<file path="config.mk">
export PLATFORM = sky130hd
export DESIGN_NAME = hazard_stall_controller
export DESIGN_NICKNAME = d
export VERILOG_FILES = /design/src/rtl/hazard_stall_controller_pkg.sv /design/src/rtl/hazard_stall_controller_mdu_sequencer.sv /design/src/rtl/hazard_stall_controller.sv
export SDC_FILE = /design/constraint.sdc
export NUM_CORES = 1
export LEC_CHECK = 0
export CAP_MARGIN = 20
export CORE_MARGIN = 8
export CORE_UTILIZATION = 39
export CTS_BUF_LIST = sky130_fd_sc_hd__clkbuf_4 sky130_fd_sc_hd__clkbuf_8
export DETAILED_ROUTE_END_ITERATION = 10
export PLACE_DENSITY = 0.8
export SLEW_MARGIN = 30
export SYNTH_ARGS = -nofsm -noshare
export SYNTH_HDL_FRONTEND = slang
export SYNTH_SLANG_ARGS = --single-unit
</file>
<file path="constraint.sdc">
create_clock -name clk -period 1.9 [get_ports clk]
set_input_delay 0.475 -clock clk [delete_from_list [all_inputs] [get_ports clk]]
set_output_delay 0.475 -clock clk [all_outputs]
set_load 0.005 [all_outputs]
</file>
<file path="src/rtl/hazard_stall_controller_pkg.sv">
// Shared definitions for the hazard/stall controller: MDU FSM encoding,
// the hardwired zero register and default MDU latencies.
package hazard_stall_controller_pkg;

    typedef enum logic [1:0] {
        MDU_IDLE = 2'd0,
        MDU_BUSY = 2'd1,
        MDU_DONE = 2'd2
    } mdu_state_e;

    localparam logic [4:0] REG_ZERO         = 5'd0;
    localparam int         MULT_CYCLES_DEF  = 4;
    localparam int         DIV_CYCLES_DEF   = 32;
    localparam int         CNT_W_DEF        = 6;

endpackage

</file>
<file path="src/rtl/hazard_stall_controller_mdu_sequencer.sv">
// MDU launch/complete FSM: IDLE -> BUSY (N cycles) -> DONE (1 cycle) -> IDLE.
module hazard_stall_controller_mdu_sequencer
    import hazard_stall_controller_pkg::*;
#(
    parameter int MULT_CYCLES = MULT_CYCLES_DEF,
    parameter int DIV_CYCLES  = DIV_CYCLES_DEF,
    parameter int CNT_W       = CNT_W_DEF
) (
    input  logic       clk,
    input  logic       rst,
    input  logic       go,
    input  logic       div,
    output mdu_state_e state,
    output logic       mdu_busy,
    output logic       mdu_done
);

    localparam logic [CNT_W-1:0] MULT_LOAD = CNT_W'(MULT_CYCLES - 1);
    localparam logic [CNT_W-1:0] DIV_LOAD  = CNT_W'(DIV_CYCLES - 1);

    mdu_state_e       state_q, state_d;
    logic [CNT_W-1:0] cnt_q, cnt_d;

    // Counter holds remaining BUSY cycles minus one, so N=1 yields one BUSY cycle.
    always_comb begin
        state_d = state_q;
        cnt_d   = cnt_q;
        case (state_q)
            MDU_IDLE: begin
                if (go) begin
                    state_d = MDU_BUSY;
                    cnt_d   = div ? DIV_LOAD : MULT_LOAD;
                end
            end
            MDU_BUSY: begin
                if (cnt_q != '0) cnt_d = cnt_q - 1'b1;
                else             state_d = MDU_DONE;
            end
            MDU_DONE: state_d = MDU_IDLE;
            default: begin
                state_d = MDU_IDLE;
                cnt_d   = '0;
            end
        endcase
    end

    always_ff @(posedge clk) begin
        if (rst) begin
            state_q <= MDU_IDLE;
            cnt_q   <= '0;
        end else begin
            state_q <= state_d;
            cnt_q   <= cnt_d;
        end
    end

    assign state    = state_q;
    assign mdu_busy = (state_q != MDU_IDLE);
    assign mdu_done = (state_q == MDU_DONE);

endmodule

</file>
<file path="src/rtl/hazard_stall_controller.sv">
// Pipeline hazard sequencer: load-use stall, EX redirect flush and HI/LO
// stalls behind the multi-cycle MDU, with prioritised stall/flush outputs.
module hazard_stall_controller
    import hazard_stall_controller_pkg::*;
#(
    parameter int MULT_CYCLES = MULT_CYCLES_DEF,
    parameter int DIV_CYCLES  = DIV_CYCLES_DEF,
    parameter int CNT_W       = CNT_W_DEF
) (
    input  logic       clk,
    input  logic       rst,
    input  logic [4:0] ID_rs,
    input  logic [4:0] ID_rt,
    input  logic       ID_uses_rt,
    input  logic [4:0] EX_rt,
    input  logic       EX_mem_rd,
    input  logic       EX_redirect,
    input  logic       ID_mdu_start,
    input  logic       ID_mdu_div,
    input  logic       ID_mdu_read,
    output logic       stall_pc,
    output logic       stall_IFID,
    output logic       bubble_IDEX,
    output logic       flush_IFID,
    output logic       mdu_go,
    output logic       mdu_busy,
    output logic       mdu_done
);

    mdu_state_e mdu_state;
    logic       seq_busy, seq_done;
    logic       load_use, mdu_haz;

    hazard_stall_controller_mdu_sequencer #(
        .MULT_CYCLES (MULT_CYCLES),
        .DIV_CYCLES  (DIV_CYCLES),
        .CNT_W       (CNT_W)
    ) u_seq (
        .clk      (clk),
        .rst      (rst),
        .go       (mdu_go),
        .div      (ID_mdu_div),
        .state    (mdu_state),
        .mdu_busy (seq_busy),
        .mdu_done (seq_done)
    );

    assign load_use = EX_mem_rd && (EX_rt != REG_ZERO) &&
                      ((EX_rt == ID_rs) || (ID_uses_rt && (EX_rt == ID_rt)));
    assign mdu_haz  = (ID_mdu_read || ID_mdu_start) && (mdu_state != MDU_IDLE);

    // A redirect squashes the ID instruction, so it must neither stall nor launch.
    always_comb begin
        stall_pc    = 1'b0;
        stall_IFID  = 1'b0;
        bubble_IDEX = 1'b0;
        flush_IFID  = 1'b0;
        mdu_go      = 1'b0;
        if (!rst) begin
            if (EX_redirect) begin
                flush_IFID  = 1'b1;
                bubble_IDEX = 1'b1;
            end else if (load_use || mdu_haz) begin
                stall_pc    = 1'b1;
                stall_IFID  = 1'b1;
                bubble_IDEX = 1'b1;
            end else if (ID_mdu_start) begin
                mdu_go = 1'b1;
            end
        end
    end

    assign mdu_busy = !rst && seq_busy;
    assign mdu_done = !rst && seq_done;

endmodule
</file>
==> impl_results.md <==
* Final Cell Area at ~1400 sq um
* Seq pwr share at 0.279
* DRT antenna net count at 0
* WL/cell at approximately 18 microns
* Synth-to-layout area growth at 94.6%
* Yosys top cell by area: dfxtp_1
* Hold_sp: u_seq.cnt_q[1]
* RSZ-0062 raised after global routing: yes
* Worst vdd ir at 0.000415 V
* Synth warn at 0
* Largest net degree at the start of global routing at 12
* Total of max-cap violations at 0
* Worst-path maximum fanout at 2
* Peak Freq at 437 MHz
* Max-slew violation count at 0
* Flop2flop setup slack at -0.01 ns
* Clock transition at path regs at roughly 0.050 ns
* Measured slew at the worst slew-check pin at 0.452 ns
* Number of global-route vias before repair at between 900 and 1000
* Main area contributors after synthesis: dfxtp_1, xnor2_1, nand2_1
* R2R cell count at 8
* Placed Area at 1100 sq um
* Worst path arrival time at 1.81 ns
* Fin crit period at between 2 and 2.5 ns
* # DRC at 0
* Placer Congestion at a little under 0.9
* Clock Skews at 0.0120 ns
* H-tree levels at 1
* Asr flop ratio synth at 0
* Setup crit start: ID_rt[2]
* Net Count, Synth at roughly 120
* Seq cells post-synth at 8
* CTS tree: yes
* R2R Path End: u_seq.cnt_q[2]
* Hold path cells at 2
* HPWL after DPL at around 1.9 mm
* WHS at a little under 0.5 ns
* Core area at between 1500 and 2000 sq um
* Synth Instances at 92
* CTS Buffer Depth at 2
* Initial DRC Count at 43
* Layout cells sized above 1 at 0.544
* CTS Hold Bufs at 0
* # clock sinks at 8
* Crit path required time at approximately 1.4 ns
* Top FF cell, synth: dfxtp_1
* Failing checks: negative setup slack
* Final period util at 1.20
* Crit path capture type: output pin
* Clk network pwr share at 0.180
* Initial Util at 0.417
* Sw frac at 0.376
* Setup TNS at -1.89 ns
* Combinational power share at 0.541
* Clock Latency Late Sink at approximately 0.27 ns
* Startpoint types: primary input
* DR vias/cell at 5.40
* Post-synth EDFFs at 0
* Commonest cells post-synth: nand2_1, xnor2_1, nor2_1
* Sequential area share after synthesis at 0.222
* Pint at around 0.0005 W
* Worst hold endpoint: u_seq.cnt_q[1]
* Ports at 30
* Vias at 989
* Lkg Pwr at around 0.66 nW
* Die Ht at about 59 microns
* Tot Pwr at approximately 0.00079 W
* Row cnt at 15
* Die ar. at between 3000 and 4000 sq um
* Setup violations, final at 10
* # diodes at 0
* First-pass DRT Iterations at 4
* Rel. slew slack at 0.698
* Root Driver: clkbuf_4
* Die Span X at between 50 and 60 microns
* Fin. Hold Viols at 0
* First-pass GRT wire length at between 4 and 5 mm
* Antenna violations before repair at 0
* Setup WS post-layout at -0.389 ns
* Run status: finished with violations
* Port bufs at 29
* Sw Pwr at between 0.0002 and 0.0003 W
* Avg Cell Area, Syn at 7.83 sq um
* Yosys cell types at 36
* R2r startpoint: u_seq.cnt_q[1]
* Layout Nets at between 150 and 200
* Hold Crit Class: reg2reg
* Cell area power density at between 500 and 600 nW/um^2
* Netlist Area Pre-Place at approximately 700 sq um
* Grt total ovfl at 0
* GRT Total Usage at 0.172
* Cts bufs inserted at 3
* Total Routed Length at 3.24 mm
* Placement Setup Slack at -1.04 ns
* Crit path kind: in2out
* Synth top area share at 0.222
## layout by cell type, fill, tap and decap left out, types with 4 or more instances in the layout
cell type / count
nor2_1: 8
xnor2_2: 7
nand2_1: 12
dfxtp_1: 8
inv_1: 4
xnor2_1: 5
buf_4: 35
nand4_1: 4
buf_6: 7
buf_2: 14
## through the flow
step,utilization,instances
6_report,0.812,183
5_1_grt,0.812,183
4_1_cts,0.743,181
3_5_place_dp,0.640,153
3_3_place_gp,0.640,153
2_1_floorplan,-,92
## per-layer routing
metal / part of all wire / vias up / track usage
met1: 0.38 / 472 / 0.183
met2: 0.55 / 35 / 0.316
met4: 0.027 / 0 / 0.0375
li1: - / 472 / -
met3: 0.044 / 10 / 0.0564
met5: 0 / - / 0
## layout make-up
cell class	count	area, sq um
Fill cell	111	324
Clock buffer	3	22.5
Multi-Input combinational cell	75	631
Inverter	4	15.0
Tap cell	25	31.3
Timing Repair Buffer	68	543
Sequential cell	8	160
## kinds of logic after synthesis
logic type,after synthesis,share of synthesized area
adder cells (fa/ha/maj),1,0.0174
AO/OA/AOI/OAI,18,0.219
XOR/XNOR,13,0.158
multiplexers,2,0.0278
flip-flops,8,0.222
AND/OR/NAND/NOR,41,0.286
buffers and inverters,9,0.0694
## power groups by stage
stage / logic (W) / clock network [W] / registers (W)
floorplan: 0.000192 / 0 / 0.000211
global placement: 0.000298 / 0 / 0.000219
detailed placement: 0.000309 / 0 / 0.000221
CTS: 0.000360 / 0.000146 / 0.000217
global route: 0.000455 / 0.000155 / 0.000224
finish: 0.000427 / 0.000142 / 0.000221
## state kept, by name, indices dropped and copies added, names as in the netlist
register,count
u_seq.cnt_q,6
u_seq.state,2
## how the worst max path moves through the flow
stage | endpoint | depth (start not counted) | slack (ns)
after CTS | bubble_IDEX | 7 | -0.32
after global routing | stall_IFID | 7 | -0.45
after detailed placement | stall_pc | 7 | -1.04
final | stall_pc | 7 | -0.39
after global placement | stall_IFID | 7 | -1.0
after floorplan | stall_pc | 5 | -0.1
## worst max-delay path, stage by stage
cell	delay (ns)
buf_2	0.10
xnor2_1	0.26
nand4_1	0.21
o22a_1	0.23
o22a_1	0.24
nor3_2	0.14
buf_2	0.15
## what timing repair did
item	4_1_cts	5_1_grt
resized for setup	97	22
pin swaps	25	14
hold endpoints to repair	0	0
buffers inserted	26	4
endpoints found under the setup margin	14	11
No activity file was read; power rests on OpenSTA's default activity.
